File: src/rtl/btn_evt_pkg.sv
// Shared types and helpers for the button event arbiter.
// Round-robin selection is kept here so every user picks the same winner.
package btn_evt_pkg;

    localparam int MAX_BTN  = 8;
    localparam int MAX_ID_W = 3;
    localparam int DROP_W   = 8;
    localparam logic [DROP_W-1:0] DROP_MAX = '1;

    // First set bit of mask after 'last', wrapping at n (n <= MAX_BTN).
    function automatic logic [MAX_ID_W-1:0] rr_next(
        input logic [MAX_BTN-1:0]  mask,
        input logic [MAX_ID_W-1:0] last,
        input int                  n
    );
        logic [MAX_ID_W-1:0] sel;
        logic [MAX_ID_W-1:0] jj;
        logic                hit;
        int                  j;
        sel = last;
        hit = 1'b0;
        for (int k = 1; k <= MAX_BTN; k++) begin
            j  = (int'(last) + k) % n;
            jj = j[MAX_ID_W-1:0];
            if (k <= n && !hit && mask[jj]) begin
                sel = jj;
                hit = 1'b1;
            end
        end
        return sel;
    endfunction

endpackage

File: src/rtl/btn_debounce_pulse.sv
// One button: 2-flop synchroniser, debounce counter, one-cycle press pulse.
// The pulse is registered alongside the debounced level rise.
module btn_debounce_pulse
    import btn_evt_pkg::*;
#(
    parameter int DEBOUNCE_CYCLES = 1_000_000
) (
    input  logic clk,
    input  logic rst_n,
    input  logic btn,
    output logic level,
    output logic press
);

    localparam int CNT_W = $clog2(DEBOUNCE_CYCLES);
    localparam logic [CNT_W-1:0] CNT_LAST = CNT_W'(DEBOUNCE_CYCLES - 1);

    logic             s1;
    logic             s2;
    logic [CNT_W-1:0] cnt;

    always_ff @(posedge clk or negedge rst_n) begin
        if (!rst_n) begin
            s1    <= 1'b0;
            s2    <= 1'b0;
            cnt   <= '0;
            level <= 1'b0;
            press <= 1'b0;
        end else begin
            s1    <= btn;
            s2    <= s1;
            press <= 1'b0;
            if (s2 == level) begin
                cnt <= '0;
            end else if (cnt == CNT_LAST) begin
                cnt   <= '0;
                level <= s2;
                press <= s2;
            end else begin
                cnt <= cnt + 1'b1;
            end
        end
    end

endmodule

File: src/rtl/btn_event_arbiter.sv
// Debounced buttons -> per-button pending flags -> round-robin grant
// -> first-word fall-through event FIFO drained by valid/ready.
module btn_event_arbiter
    import btn_evt_pkg::*;
#(
    parameter int N_BTN           = 5,
    parameter int DEBOUNCE_CYCLES = 1_000_000,
    parameter int FIFO_DEPTH      = 4
) (
    input  logic                       clk,
    input  logic                       rst_n,
    input  logic [N_BTN-1:0]           btn,
    output logic                       evt_valid,
    output logic [$clog2(N_BTN)-1:0]   evt_id,
    input  logic                       evt_ready,
    output logic [N_BTN-1:0]           btn_level,
    output logic [DROP_W-1:0]          drop_cnt,
    output logic                       fifo_full
);

    localparam int ID_W  = $clog2(N_BTN);
    localparam int PTR_W = $clog2(FIFO_DEPTH);
    localparam logic [PTR_W:0] DEPTH_C = (PTR_W + 1)'(FIFO_DEPTH);

    logic [N_BTN-1:0]   press;
    logic [N_BTN-1:0]   pending;
    logic [N_BTN-1:0]   gnt_oh;
    logic [ID_W-1:0]    last_grant;
    logic [ID_W-1:0]    gnt_idx;
    logic               gnt_v;
    logic               pop;
    logic [MAX_BTN-1:0] mask;
    logic [3:0]         n_drop;
    logic [DROP_W:0]    drop_sum;

    logic [ID_W-1:0]    mem [FIFO_DEPTH];
    logic [PTR_W-1:0]   rd_ptr;
    logic [PTR_W-1:0]   wr_ptr;
    logic [PTR_W:0]     count;

    for (genvar i = 0; i < N_BTN; i++) begin : g_btn
        btn_debounce_pulse #(
            .DEBOUNCE_CYCLES(DEBOUNCE_CYCLES)
        ) u_db (
            .clk  (clk),
            .rst_n(rst_n),
            .btn  (btn[i]),
            .level(btn_level[i]),
            .press(press[i])
        );
    end

    assign evt_valid = (count != '0);
    assign fifo_full = (count == DEPTH_C);
    assign pop       = evt_valid & evt_ready;
    assign evt_id    = evt_valid ? mem[rd_ptr] : '0;

    // A pop frees a slot this very cycle, so a full FIFO can still accept.
    always_comb begin
        mask = '0;
        for (int i = 0; i < N_BTN; i++) mask[i] = pending[i];
        gnt_v   = (|pending) && (!fifo_full || pop);
        gnt_idx = ID_W'(rr_next(mask, MAX_ID_W'(last_grant), N_BTN));
        gnt_oh  = '0;
        if (gnt_v) gnt_oh[gnt_idx] = 1'b1;
        n_drop = '0;
        for (int i = 0; i < N_BTN; i++)
            n_drop = n_drop + 4'(press[i] & pending[i] & ~gnt_oh[i]);
        drop_sum = {1'b0, drop_cnt} + (DROP_W + 1)'(n_drop);
    end

    always_ff @(posedge clk or negedge rst_n) begin
        if (!rst_n) begin
            pending    <= '0;
            drop_cnt   <= '0;
            last_grant <= ID_W'(N_BTN - 1);
            rd_ptr     <= '0;
            wr_ptr     <= '0;
            count      <= '0;
        end else begin
            pending  <= (pending & ~gnt_oh) | press;
            drop_cnt <= drop_sum[DROP_W] ? DROP_MAX : drop_sum[DROP_W-1:0];
            if (gnt_v) begin
                last_grant <= gnt_idx;
                wr_ptr     <= wr_ptr + 1'b1;
            end
            if (pop) rd_ptr <= rd_ptr + 1'b1;
            unique case (1'b1)
                (gnt_v & ~pop): count <= count + 1'b1;
                (pop & ~gnt_v): count <= count - 1'b1;
                default:        count <= count;
            endcase
        end
    end

    always_ff @(posedge clk) begin
        if (gnt_v) mem[wr_ptr] <= gnt_idx;
    end

endmodule

File: config.mk
export PLATFORM = sky130hd
export DESIGN_NAME = btn_event_arbiter
export DESIGN_NICKNAME = d
export VERILOG_FILES = /design/src/rtl/btn_evt_pkg.sv /design/src/rtl/btn_debounce_pulse.sv /design/src/rtl/btn_event_arbiter.sv
export SDC_FILE = /design/constraint.sdc
export NUM_CORES = 1
export LEC_CHECK = 0
export ABC_CLOCK_PERIOD_IN_PS = 21600
export BUFFER_PORTS_ARGS = -buffer_cell sky130_fd_sc_hd__buf_2
export CAP_MARGIN = 40
export CORE_MARGIN = 3
export CORE_UTILIZATION = 68
export CTS_CLUSTER_DIAMETER = 200
export DETAILED_ROUTE_END_ITERATION = 12
export PLACE_DENSITY_LB_ADDON = 0.15
export SLEW_MARGIN = 5
export SYNTH_ARGS = -nofsm -noshare
export SYNTH_HDL_FRONTEND = slang
export SYNTH_SLANG_ARGS = --single-unit
File: constraint.sdc
create_clock -name clk -period 21.6 [get_ports clk]
set_input_delay 4.32 -clock clk [delete_from_list [all_inputs] [get_ports clk]]
set_output_delay 4.32 -clock clk [all_outputs]
set_load 0.05 [all_outputs]
; Yosys cells after proc, flatten, opt, wreduce, memory -nomap -nowiden
; Memories as Yosys holds them, arrays and structs flattened.
; Cells that the tools add are included.
[word_totals]
rom_bits = 0
ramBits = 12
in_bits = 8
reg_bits = 143
memories = 1
latchBits = 0
output_inout_bits = 18
[op_classes]
add_sub_neg = 19
eq_ne = 11
n_mux = 47
bitwise_logic = 28
mul = 0
n_div = 5
order_cmp = 7
shifts = 0
reduce_logical = 20
[memory_table]
columns = memory, words, width, rd, rd_clocked_by_memory_dff, wr, line_no
row1 = mem, 4, 3, 1, 0, 1, btn_event_arbiter.sv:36  ; logic [ID_W-1:0] mem [FIFO_DEPTH];
[op_table]
columns = operator, n
row1 = $mux W20, 10
row2 = $mod A32 B4 Y32 const B, 5
row3 = $add A20 B1 Y20 const B, 5
row4 = $eq A20 B20 Y1 const B, 5
row5 = $lt A3 B4 Y1 const B, 6
row6 = $mux W1, 22
row7 = $and A1 B4 Y4, 5
row8 = $not A1 Y4, 5
row9 = $mux W3, 6
row10 = $add A4 B4 Y4, 4
row11 = $bmux W1 S3, 5
row12 = $reduce_and A2 Y1, 5
row13 = $add A8 B4 Y9, 1
row14 = $add A3 B2 Y4 const B, 2
row15 = $add A3 B3 Y4 const B, 2
row16 = $and A1 B1 Y1, 8
row17 = $mux W8, 1
row18 = $not A1 Y1, 7
row19 = $logic_and A1 B1 Y1, 6
row20 = $pmux W3 S2, 1
row21 = $and A5 B5 Y5, 1
row22 = $eq A1 B1 Y1, 5
row23 = $logic_not A1 Y1, 5
row24 = $mux W5, 1
row25 = 13 further kinds, 14

; Depth between registers and ports, before layout
[logic_depth]
ltp_word = 30
ltp_mapped = 31
ltp_nobuf = 30

; Modules after synthesis
; From an unflattened synthesis, not the netlist that was laid out.
[hier_totals]
cells_unflattened = 1022
area_unflattened_um2 = 9482.8
[modules_own_cells]
columns = mod, area_per_inst_um2, cells_each, seq_area_each_um2, n_inst
row1 = btn_debounce_pulse, 1136.1, 116, 600.6, 5
row2 = btn_event_arbiter, 3802.4, 442, 937.1, 1

; Least setup slack after synthesis
; No wires, ideal clock.
[synth_path]
path_kind = input -> register
startpoint = in evt_ready
endpoint = reg drop_cnt[5]
path_stages = 13
slack_ns = 13.826
required_time_ns = 21.466
setup_ns = 0.134
t_arrival_ns = 7.640
path_cell_list = clkbuf_1 > o22ai_1 > nor3_4 > a211o_1 > fa_1 > inv_1 > fa_1 > ha_1 > fa_1 > a21oi_1 > nor2_1 > nand3_1 > nand3_1
[synth_via]
elab_chain_len = 12
[synth_lines]
columns = item, line_no
row1 = from (decl), btn_event_arbiter.sv:15  ; input logic evt_ready,
row2 = $and A1 B1 Y1 *, btn_event_arbiter.sv:55  ; assign pop = evt_valid & evt_ready;
row3 = $logic_or A1 B1 Y1 *, btn_event_arbiter.sv:62  ; gnt_v = (|pending) && (!fifo_full || pop);
row4 = $logic_and A1 B1 Y1 *, btn_event_arbiter.sv:62
row5 = $mux W5 *, btn_event_arbiter.sv:65  ; if (gnt_v) gnt_oh[gnt_idx] = 1'b1;
row6 = $not A1 Y4, btn_event_arbiter.sv:68  ; n_drop = n_drop + 4'(press[i] & pending[i] & ~gnt_oh[i]);
row7 = $and A1 B4 Y4, btn_event_arbiter.sv:68
row8 = $add A4 B4 Y4 (3 in series), btn_event_arbiter.sv:68
row9 = $add A4 B4 Y4 *, btn_event_arbiter.sv:68
row10 = $add A8 B4 Y9 *, btn_event_arbiter.sv:69  ; drop_sum = {1'b0, drop_cnt} + (DROP_W + 1)'(n_drop);
row11 = $mux W8 *, btn_event_arbiter.sv:82  ; drop_cnt <= drop_sum[DROP_W] ? DROP_MAX : drop_sum[DROP_W-1:0];
row12 = to (signal assigned), btn_event_arbiter.sv:82
row13 = to (decl), btn_event_arbiter.sv:17  ; output logic [DROP_W-1:0] drop_cnt,
; Every way passes the cells marked *; elsewhere a longest branch is shown, timed or not.
; A chain may end at the register's enable or synchronous reset.

; Worst setup path after layout
[layout_path]
startpoint = reg last_grant[0]
endpoint = reg drop_cnt[1]
[layout_via]
elab_chain_len = 30
[layout_lines]
columns = item, line_no
row1 = from (decl), btn_event_arbiter.sv:28  ; logic [ID_W-1:0] last_grant;
row2 = from (signal assigned), btn_event_arbiter.sv:76  ; last_grant <= ID_W'(N_BTN - 1);
row3 = from (signal assigned), btn_event_arbiter.sv:84  ; last_grant <= gnt_idx;
row4 = $add A3 B1 Y4, btn_evt_pkg.sv:23  ; j = (int'(last) + k) % n;
row5 = $mod A32 B4 Y32, btn_evt_pkg.sv:23
row6 = $bmux W1 S3, btn_evt_pkg.sv:25  ; if (k <= n && !hit && mask[jj]) begin
row7 = $mux W1 (implied by the code), btn_evt_pkg.sv:25
row8 = $mux W1, btn_evt_pkg.sv:25
row9 = $logic_not A1 Y1, btn_evt_pkg.sv:25
row10 = $logic_and A1 B1 Y1, btn_evt_pkg.sv:25
row11 = $mux W1, btn_evt_pkg.sv:25
row12 = [... 9 more ...], --
row13 = via gnt_idx[2], btn_event_arbiter.sv:29  ; logic [ID_W-1:0] gnt_idx;
row14 = [... 3 more ...], --
row15 = $demux W1 S3 *, btn_event_arbiter.sv:65
row16 = $mux W5 *, btn_event_arbiter.sv:65
row17 = $not A1 Y4, btn_event_arbiter.sv:68
row18 = $and A1 B4 Y4, btn_event_arbiter.sv:68
row19 = $add A4 B4 Y4 (3 in series), btn_event_arbiter.sv:68
row20 = $add A4 B4 Y4 *, btn_event_arbiter.sv:68
row21 = $add A8 B4 Y9 *, btn_event_arbiter.sv:69
row22 = $mux W8 *, btn_event_arbiter.sv:82
; The timed path passes the listed nets; every way through them passes the cells marked *. The select of a mux whose other input is x is not followed.

==> impl_results.md <==
- Cell Area, Synth: 9299 um^2
- Net Count, Synth: 1024
- Power Dens Cells: 161.3 nW/um^2
- GR Util met2: 0.4363
- Combinational family with the most area after synthesis: simple AND/OR/NAND/NOR gates
- P_leak: 4.436 nW
- Main synth FF type: dfrtp_1
- Inst Count DP: 1143
- # IOs: 26
- Total wire length: 19460 um
- Worst EP required: 21900 ps
- Hold crit path type: register to register
- Crit path to: drop_cnt[1]
- Tmin final: 8519 ps
- Warning count from the yosys run: 0
- Post-DP HPWL: 12990 um
- Simple-gate portion of the synthesized area: 0.2269
- Core area: 13300 um^2
- Crit. End Element: register
- Max cap viols: 0
- Post-synthesis sequential area ratio: 0.4237
- Finished Cell Area: 10090 um^2
- Final-report hold violation count: 0
- Max frequency: 117.4 MHz
- Setup TNS: 0 ps
- Slew HR: 0.3861
- CP Buf/Inv Count: 5
- Global placer's final weighted congestion: 0.9380
- Initial antenna violation count: 0
- Rows: 42
- First-pass GRT wire length: 32720 um
- Post-synthesis compound-gate area fraction: 0.1375
- Clock Path Buffers: 2
- Vias per cell: 6.243
- Worst-Margin Slew: 920.9 ps
- Area of placed instances: 9513 um^2
- Clock Latency Late Sink: 420 ps
- Post-Synth Adder-Cell Area: 0.05705
- CTS Buf Count: 17
- Cell chosen for the clock root: clkbuf_16
- Final setup vio count: 0
- Setup Skew: 7.967 ps
- Synth unique cells: 90
- Via count: 7329
- CTS Hold Bufs: 0
- Final global-route overflow total: 0
- CP Data Arrival Time: 8810 ps
- Synth-to-Final Area Change: 8.544%
- Critical path peak fanout: 37
- FF/Latch Area: 3940 um^2
- Total GRT Usage: 0.2721
- R2R depth: 28
- Drt wl/cell: 16.58 um
- Busiest grt layer: met2
- Htree depth: 4
- Final Cycle Share: 0.3944
- CP startpoint: last_grant[0]
- Slew Limit Fails: 0
- Initial DRC count: 582
- RSZ-0062 raised after global routing: no
- Critical path class: register to register
- PostCTS Resize Cnt: 0
- Die X: 122.9 um
- Xor/xnor share of the synthesized area: 0.08450
- Reg2Reg Setup Slack: 13080 ps
- I/O Buffers: 25
- DP Worst Slack: 13420 ps
- Mux contribution to synthesized area: 0.03552
- Worst setup slack after layout: 13080 ps
- Fillers: 892
- Clock transition at path regs: 60 ps
- Mapped Cells: 976
- Vias in the first global route: 6882
- Async S/R FF share, synth: 0.9226
- CP most frequent cell: ha_1
- Fin nets: 1034
- M1 GR Usage: 0.3678
- Residual DRC: 0
- CTS Sinks: 155
- VDD IR max: 0.09856 mV
- Post-Layout Cell Count: 1174
- Multi-input gate area: 5035 um^2
- Mean Syn Cell Area: 9.528 um^2
- Status: finished, final reports clean
- Worst stage delay on the critical path: 630 ps
- Tot Pwr: 1.628 mW
- CP Depth: 28
- Crit-path leading delay family: compound AO/OA/AOI/OAI gates
- Initial core utilization: 0.6994
- Layout cells sized above 1: 0.09820
- Slowest cell on crit path: a2111oi_0
- Critical R2R Launch: last_grant[0]
- CP startpoint kind: register
- ANT nets after route: 0
- CTS tree: built
- Flops & latches, synth: 155
- Number of synthesized flops with an enable pin: 12
- # Post-CTS Setup Buffers: 0
- Die height: 122.9 um
- FF-to-FF End: drop_cnt[1]
- Antenna diode count: 0
- Largest net degree at the start of global routing: 68
- Met3 usage: 0.04712
- Drt first pass iters: 5
- Die area: 15110 um^2
## layout by cell type, fill, tap and decap left out, drive strengths merged, types with 5 or more instances in the layout
cell    netlist  layout
a211oi        6       6
clkinv        1       5
and3         29      29
buf          18      29
dfrtp       142     142
nand2b        8       8
nand4        14      14
xnor2        43      43
a22oi         8       8
mux4          5       5
ha           36      36
o311ai        5       5
nor3         14      14
nor3b         8       8
a21o          8       8
nor2        126     126
o31ai         6       6
mux2          8       8
xor2         45      45
nand3        57      57
nand2        66      66
and2         14      14
clkbuf       20      20
nor2b         9       9
o211ai        9       9
a31oi         6       6
nor4         11      11
o21ai        49      49
or3          28      28
inv          35      39
mux2i        12      12
a21oi        42      42
edfxtp       12      12
## layer usage
| metal | share of wire | vias to the layer above |
|---|---|---|
| met5 | 0 | - |
| met4 | 0.031 | 0 |
| met3 | 0.049 | 65 |
| met2 | 0.48 | 243 |
| met1 | 0.44 | 3511 |
| li1 | - | 3510 |
## registers in the layout, summed over array words and instances (netlist names)
name	cells
g_btn.u_db.press	5
g_btn.u_db.level	5
count	3
last_grant	3
drop_cnt	8
pending	5
g_btn.u_db.cnt	100
g_btn.u_db.s1	5
wr_ptr	2
rd_ptr	2
mem	12
g_btn.u_db.s2	5
## how the worst min path moves through the flow
stage	start	endpoint	slack, ps	depth (start not counted)
2_1_floorplan	g_btn[0].u_db.s1	g_btn[0].u_db.s2	330	0
3_3_place_gp	g_btn[0].u_db.s1	g_btn[0].u_db.s2	330	0
3_5_place_dp	g_btn[1].u_db.s1	g_btn[1].u_db.s2	340	0
4_1_cts	g_btn[1].u_db.s1	g_btn[1].u_db.s2	350	0
5_1_grt	g_btn[2].u_db.s1	g_btn[2].u_db.s2	370	0
6_report	g_btn[1].u_db.s1	g_btn[1].u_db.s2	340	0
## cells in the mapped netlist, types with 4 or more instances
library cell	n	area, um^2
o21ai_0	48	240.2
a31oi_1	6	37.54
dfrtp_1	142	3553
and3_1	29	181.4
nand2b_1	8	50.05
a211oi_1	6	45.04
a21o_1	6	45.04
nor4bb_1	4	40.04
inv_1	34	127.6
nand2_1	66	247.7
xnor2_1	41	359.1
o32ai_1	4	35.03
nor4_1	11	68.82
mux4_2	5	112.6
a21oi_1	39	195.2
o211ai_1	8	60.06
mux2_2	5	56.30
buf_2	9	45.04
nand3_1	57	285.3
o311ai_1	4	35.03
and4b_1	4	40.04
buf_4	5	37.54
or3_1	28	175.2
o31ai_1	4	30.03
nor2_1	126	473.0
and2_1	14	87.58
nor3b_1	8	60.06
a22oi_1	7	52.55
nor2b_1	9	56.30
fa_1	4	80.08
clkbuf_1	20	75.07
xor2_1	45	394.1
ha_1	36	450.4
nand4_1	14	87.58
nor3_1	11	55.05
mux2i_1	12	120.1
o21a_1	4	30.03
edfxtp_1	12	360.4
o22ai_1	4	25.02
## cell families (layout without fill, tap and decap cells)
group | count (synthesis) | count (layout)
AOI/OAI and AO/OA | 182 | 182
xor gates and xnor gates | 88 | 88
adders and majority gates | 40 | 40
buffers and inverters | 74 | 96
DFF | 155 | 155
muxes | 25 | 25
and+or+nand+nor | 412 | 412
## metrics by stage
stage / util / hold WS [ps]
floorplan: - / 331.2
global placement: 0.7134 / 332.0
detailed placement: 0.7155 / 335.6
CTS: 0.7592 / 348.3
global route: 0.7592 / 365.8
finish: 0.7592 / 344.8
## worst register-to-register path, delay by kind of cell, from the launching register on
family	cells	cell delay, ps
adders and majority gates	7	2620
buffers and inverters	5	1070
AOI/OAI and AO/OA	9	3060
and+or+nand+nor	7	1310
DFF	1	320
## cell type report
type,instances,area share
flip-flops and latches,155,0.3904
repair buffers,29,0.01797
well taps,176,0.02182
clock inverters,11,0.01326
inverters,36,0.01351
multi-input cells,747,0.4988
clock buffers,20,0.04425
## where the power goes
group          internal [mW]  switching [mW]  total [mW]
Combinational          0.341           0.599       0.940
Clock                  0.174           0.120       0.294
Sequential             0.355          0.0391       0.394
Total                  0.870           0.758        1.63
Note: power is estimated with default switching activity, not from simulation.
